$ cat src/rtl/led_share_arbiter.sv
// Round-robin arbiter sharing the LED[7:6] field between requesters A and B.
// Grants last at least MIN_HOLD cycles; a waiting requester preempts after MAX_HOLD.
module led_share_arbiter #(
    parameter int NBITS_DATA = 2,
    parameter int MIN_HOLD   = 2,
    parameter int MAX_HOLD   = 4
) (
    input  logic                  clk_2,
    input  logic                  reset_n,
    input  logic                  req_a,
    input  logic                  req_b,
    input  logic [NBITS_DATA-1:0] data_a,
    input  logic [NBITS_DATA-1:0] data_b,
    output logic                  gnt_a,
    output logic                  gnt_b,
    output logic [NBITS_DATA-1:0] out_data,
    output logic                  out_valid,
    output logic [7:0]            preempt_cnt
);

    localparam int CW = $clog2(MAX_HOLD + 1);
    localparam logic [CW-1:0] MIN_C = CW'(MIN_HOLD);
    localparam logic [CW-1:0] MAX_C = CW'(MAX_HOLD);
    localparam logic [CW-1:0] ONE_C = CW'(1);

    typedef enum logic [1:0] {
        IDLE    = 2'd0,
        GRANT_A = 2'd1,
        GRANT_B = 2'd2
    } state_t;

    state_t        state_q, state_d;
    logic [CW-1:0] cnt_q, cnt_d;
    logic          last_b_q, last_b_d;      // 1: B was the most recent owner
    logic [7:0]    preempt_q, preempt_d;

    logic   own_req;
    logic   other_req;
    state_t other_state;

    always_ff @(posedge clk_2 or negedge reset_n) begin
        if (!reset_n) begin
            state_q   <= IDLE;
            cnt_q     <= '0;
            last_b_q  <= 1'b1;
            preempt_q <= 8'd0;
        end else begin
            state_q   <= state_d;
            cnt_q     <= cnt_d;
            last_b_q  <= last_b_d;
            preempt_q <= preempt_d;
        end
    end

    // Requests seen from the current owner's point of view.
    always_comb begin
        own_req     = 1'b0;
        other_req   = 1'b0;
        other_state = IDLE;
        if (state_q == GRANT_A) begin
            own_req     = req_a;
            other_req   = req_b;
            other_state = GRANT_B;
        end else if (state_q == GRANT_B) begin
            own_req     = req_b;
            other_req   = req_a;
            other_state = GRANT_A;
        end
    end

    always_comb begin
        state_d   = state_q;
        cnt_d     = cnt_q;
        last_b_d  = last_b_q;
        preempt_d = preempt_q;
        case (state_q)
            IDLE: begin
                if (req_a && (!req_b || last_b_q)) begin
                    state_d  = GRANT_A;
                    cnt_d    = ONE_C;
                    last_b_d = 1'b0;
                end else if (req_b) begin
                    state_d  = GRANT_B;
                    cnt_d    = ONE_C;
                    last_b_d = 1'b1;
                end
            end
            GRANT_A, GRANT_B: begin
                if (!own_req && cnt_q >= MIN_C) begin
                    if (other_req) begin
                        state_d  = other_state;
                        cnt_d    = ONE_C;
                        last_b_d = (other_state == GRANT_B);
                    end else begin
                        state_d = IDLE;
                        cnt_d   = '0;
                    end
                end else if (own_req && other_req && cnt_q >= MAX_C) begin
                    state_d  = other_state;
                    cnt_d    = ONE_C;
                    last_b_d = (other_state == GRANT_B);
                    if (preempt_q != 8'hFF) begin
                        preempt_d = preempt_q + 8'd1;
                    end
                end else if (cnt_q < MAX_C) begin
                    cnt_d = cnt_q + ONE_C;
                end
            end
            default: begin
                state_d = IDLE;
                cnt_d   = '0;
            end
        endcase
    end

    always_comb begin
        out_data = '0;
        case (state_q)
            GRANT_A: out_data = data_a;
            GRANT_B: out_data = data_b;
            default: out_data = '0;
        endcase
    end

    assign gnt_a       = (state_q == GRANT_A);
    assign gnt_b       = (state_q == GRANT_B);
    assign out_valid   = gnt_a | gnt_b;
    assign preempt_cnt = preempt_q;

endmodule

$ cat config.mk
export PLATFORM = sky130hd
export DESIGN_NAME = led_share_arbiter
export DESIGN_NICKNAME = d
export VERILOG_FILES = /design/src/rtl/led_share_arbiter.sv
export SDC_FILE = /design/constraint.sdc
export NUM_CORES = 1
export LEC_CHECK = 0
export CAP_MARGIN = 20
export CORE_MARGIN = 2
export CORE_UTILIZATION = 45
export CTS_BUF_LIST = sky130_fd_sc_hd__clkbuf_4 sky130_fd_sc_hd__clkbuf_8
export CTS_CLUSTER_SIZE = 25
export DETAILED_ROUTE_END_ITERATION = 10
export PLACE_DENSITY = 0.74
export REMOVE_ABC_BUFFERS = 1
export SYNTH_ARGS = -nofsm -noshare
export SYNTH_HDL_FRONTEND = slang
export SYNTH_SLANG_ARGS = --single-unit
$ cat constraint.sdc
create_clock -name clk_2 -period 2.1 [get_ports clk_2]
set_input_delay 0.63 -clock clk_2 [delete_from_list [all_inputs] [get_ports clk_2]]
set_output_delay 0.63 -clock clk_2 [all_outputs]
set_load 0.02 [all_outputs]
### After elaboration in Yosys (flattened, before gate mapping)

Cells that the tools add are included.

* flip-flop bits (word level): 14
* bits of input ports: 8
* output and inout port bits: 13
* logic and storage cells: 59

* $add $sub $neg: 2
* $lt $le $gt $ge: 3
* equal/unequal tests: 8
* mux-type cells: 26
* bitwise gates (word level): 2
* reduce and logical (&&, ||, !) cells: 14

Operators with widths (count)
* 3-bit 2-to-1 mux: 5
* 2-bit 2-to-1 mux: 6
* 1-bit 2-to-1 mux: 11
* 3-bit != test (second input constant): 3
* 8-bit by 1-bit adder with 8-bit output (second input constant): 1
* 8-bit != test (second input constant): 1
* 2-bit one-hot mux with 2 select lines: 2
* 4-bit AND reduction: 2
* 3-bit one-hot mux with 2 select lines: 1
* 2-bit == test (second input constant): 2
* 1-bit logical AND: 4
* 4-bit != test (second input constant): 1
* 2-bit AND reduction: 2
* 3-bit by 1-bit adder with 3-bit output (second input constant): 1
* 3-bit by 2-bit greater-or-equal comparator with 1-bit output (second input constant): 1
* 3-bit greater-or-equal comparator (second input constant): 1
* 3-bit < comparator (second input constant): 1
* 2-bit by 1-bit == test with 1-bit output (second input constant): 1
* 1-bit logical NOT: 2
* 2-bit logical NOT: 1
* 1-bit one-hot mux with 2 select lines: 1
* 2-bit nonzero test: 1
* 2-bit OR reduction: 1
* 1-bit logical OR: 1
* other kinds (2): 2

### Longest topological paths before layout

Gate-level depths: netlist of the first run.

* depth after elaboration: 8
* depth in mapped cells: 7

### Worst setup path after synthesis of the first run

OpenSTA, ideal clock, no wires.

* path kind: register to output
* from: reg state_q[0]
* to: out out_data[0]
* arrival: 1342 ps
* required time: 1470 ps
* setup slack: 128 ps
* cell stages (with the launch flop): 4
* path buffers: 0
* cell sequence: dfrtp_1 > inv_1 > ha_1 > nor2b_1

* word-level cells in the longest chain between the ends: 2
* elaborated cells on any way between the ends: 3
* classes of those cells: 2 x eq/ne; 1 x mux

Ends and longest elaborated chain
* from (decl): line 32 `state_t state_q, state_d;`
* from (signal assigned): line 48 `state_q <= state_d;`
* 2-bit == test or 2-bit by 1-bit == test with 1-bit output (tied branches): line 118 `case (state_q)`
* 2-bit one-hot mux with 2 select lines (*): line 118
* to (decl): line 16 `output logic [NBITS_DATA-1:0] out_data,`

Every way passes the cells marked *; elsewhere a longest branch is shown, timed or not.

### Worst setup path after layout of the first run

* from: in data_a[1]
* to: out out_data[1]

* word-level cells in the longest chain between the ends: 1

Ends and longest elaborated chain
* from (decl): line 12 `input logic [NBITS_DATA-1:0] data_a,`
* 2-bit one-hot mux with 2 select lines: line 118

Every way passes these cells.

==> results of run 1 <==
## cell type report
| cell class | instances | area, µm² |
|---|---|---|
| clock buffer | 4 | 36.3 |
| inverter | 6 | 22.5 |
| timing repair buffer | 31 | 275 |
| multi-input combinational | 72 | 472 |
| tap | 25 | 31.3 |
| sequential | 14 | 352 |
| fill | 145 | 557 |
## power groups by stage
stage          clock (µW)  combinational [µW]  sequential [µW]
6_report              201                 983              396
5_1_grt               221                1080              404
4_1_cts               210                 955              402
3_5_place_dp            0                 990              408
3_3_place_gp            0                 965              402
2_1_floorplan           0                 601              409
## final timing paths
check                      slack [ps]              to  startpoint
max                                30     out_data[1]   data_a[1]
min                               480        last_b_q    last_b_q
max reg2reg                       140        last_b_q  state_q[1]
min reg2reg                       480        last_b_q    last_b_q
max in group asynchronous         980  preempt_cnt[3]     reset_n
min in group asynchronous         720        cnt_q[0]     reset_n
## worst max-delay path: cells and delay by family
kind                   cells  cell delay (ps)
AND/OR/NAND/NOR            1              130
buffers and inverters      2              620
AO/OA/AOI/OAI              1               70
## timing repair
action | 4_1_cts | 5_1_grt
cloned | 0 | 0
setup buffers | 0 | 1
setup endpoints to repair | 5 | 10
resized for setup | 13 | 7
pin swaps | 0 | 0
## layout by cell type (no fill, tap or decap), types with 2 or more instances in the layout
| cell type | n |
|---|---|
| nor3_1 | 5 |
| nor2b_1 | 2 |
| clkbuf_4 | 3 |
| nor2_1 | 10 |
| nand2_1 | 10 |
| clkdlybuf4s50_1 | 14 |
| dfrtp_1 | 13 |
| xnor2_1 | 2 |
| o21ai_0 | 4 |
| buf_4 | 13 |
| a21oi_1 | 7 |
| nand3_1 | 2 |
| ha_1 | 5 |
| xor2_1 | 5 |
| inv_1 | 6 |
| a22oi_1 | 2 |
## per-layer routing
layer	up-vias	GRT usage [%]
met1	369	26.8
met3	4	3.46
li1	393	-
met5	-	0
met4	0	10.0
met2	18	29.2
## cells by family (layout without fill, tap and decap cells)
kind of cell	Yosys count	after routing
flops	14	14
buf+inv	6	41
compound gates	20	20
xor+xnor	7	7
simple gates	37	37
fa+ha+maj	6	6
mux	2	2
## registers in the layout (all words and copies together) (netlist names)
signal and count:
cnt_q 3, last_b_q 1, preempt_cnt 8, state_q 2
## through the flow
step,total power (µW),setup slack [ps],TNS (ps),instances
final,1580,26.6,0,152
after global routing,1710,-9.32,-9.60,152
after CTS,1570,8.15,0,151
after detailed placement,1400,-438,-1990,147
after global placement,1370,-400,-1780,147
after floorplan,1010,128,0,92
==> results.ini, run 1 <==
[outcome]
outcome = finished clean

[routing]
drt_iter0_markers = 16
drc = 0
ant_nets = 0
wl_met1_um = 871
viasPerCell = 5.16
wl_met3_um = 65
vias = 784
drtPass1Iterations = 4
met2_length_um = 891
wl_per_cell_um = 12.2
top_layer = met4
totalWireLength_um = 1850

[logic_synthesis]
synth_common_cells = dfrtp_1 (13), nor2_1 (11), nand2_1 (10)
muxShareOfSynthArea_pct = 2.53
synth_top_area_cell = dfrtp_1
ys_async_sr_fraction_pct = 100
synth_top_area_share_pct = 38.7
synth_simple_gate_area_share_pct = 20.7
syn-instance-count = 92
synth-adder-area-share_pct = 8.93
synth_compound_area_share_pct = 16.1
synth_top_family_by_area = simple AND/OR/NAND/NOR gates
synthDistinctLibCells = 30
yosys-top-cells-area = dfrtp_1 (39%), ha_1 (8.9%), xor2_1 (5.2%)
synth_enable_flop_cells = 0
synth_seq_cells = 14
avgSynthCellArea_um2 = 9.14
ys.flop_type = dfrtp_1
synth_xor_area_share_pct = 7.29
yosysMostFrequentCell = dfrtp_1
netlist_area_um2 = 841
yosysSeqAreaShare_pct = 41.8
ys_warn_count = 0

[global_route]
grt_use_total_pct = 19.5
gr-total-overflow = 0
grt_pass1_wl_um = 2990
grt_max_degree = 15
grt_pass1_vias = 655
grt_antenna_before_repair = 0

[finish]
drive_gt1_share_pct = 20.5
final_nets = 142
antennaDiodeCount = 0
area_delta_synth_final_pct = 41.4
postLayoutCellArea_mm2 = 0.00119
post-route-util_pct = 68.1

[sta]
min_period_ps = 2070
fin_crit_sh_pct = 98.7
max_freq_mhz = 482
relSlewSlack_pct = 58.7
holdWs_ps = 481
slew_violations = 0
hold_viol = 0
clock_skew_ps = 4.90
setup-violations-final = 0
rsz0062_at_grt = yes
worst_pin_slew_ps = 618

[worst_setup_path]
path_cells = clkdlybuf4s50_1, a22oi_1, nor2b_1, buf_4
r2r_cells = 8
slowest_stage = clkdlybuf4s50_1
critPathKind = input pin to output port
start_kind = input pin
crit_arrival_ps = 1440
path_max_fanout = 1
end_kind = output port
worstPathRequired_ps = 1470
slowest_delay_ps = 470

[power]
switching_power_uw = 680
worst_ir_drop_vdd_v = 0.00107
intPower_uw = 901
p_leak_uw = 0.000563
seq_power_share_pct = 25.1
power_frac_comb_pct = 62.2
clockPowerShare_pct = 12.7
power.share.switching_pct = 43.0
p_per_area_mw_per_mm2 = 1330

[clocking]
clockBufferDepth = 2
cts_buffers = 3
cts_hold_buf = 0
tritoncts = built
clk_latency_ps = 290
cts.sinks = 14
cts-root-buf = clkbuf_4
clk_pin_slew_ps = 90
h-tree-depth = 1

[floorplan]
coreArea_mm2 = 0.00175
dieArea_mm2 = 0.00223
die_w_um = 47.2
initial_core_util_pct = 48.2
rows = 15
io_pins = 21
die_h_um = 47.2

[place]
placed_area_mm2 = 0.00115
place_hpwl_um = 1420
numPortBuffers = 20
place_congestion = 0.814

[worst_hold_path]
hold_path_class = flop to flop
min_path_cells = 2

[run]
maxCapViolations = 0

No activity file was read; power rests on OpenSTA's default activity.
==> run 2: changes to the inputs <==
--- a/config.mk
+++ b/config.mk
@@ -5,12 +5,12 @@
 export SDC_FILE = /design/constraint.sdc
 export NUM_CORES = 1
 export LEC_CHECK = 0
-export CAP_MARGIN = 20
 export CORE_MARGIN = 2
 export CORE_UTILIZATION = 45
 export CTS_BUF_LIST = sky130_fd_sc_hd__clkbuf_4 sky130_fd_sc_hd__clkbuf_8
 export CTS_CLUSTER_SIZE = 25
 export DETAILED_ROUTE_END_ITERATION = 10
+export GPL_ROUTABILITY_DRIVEN = 0
 export PLACE_DENSITY = 0.74
 export REMOVE_ABC_BUFFERS = 1
 export SYNTH_ARGS = -nofsm -noshare
==> results of run 2 <==
Final layout, timing and power as in run 1 (identical DEF).
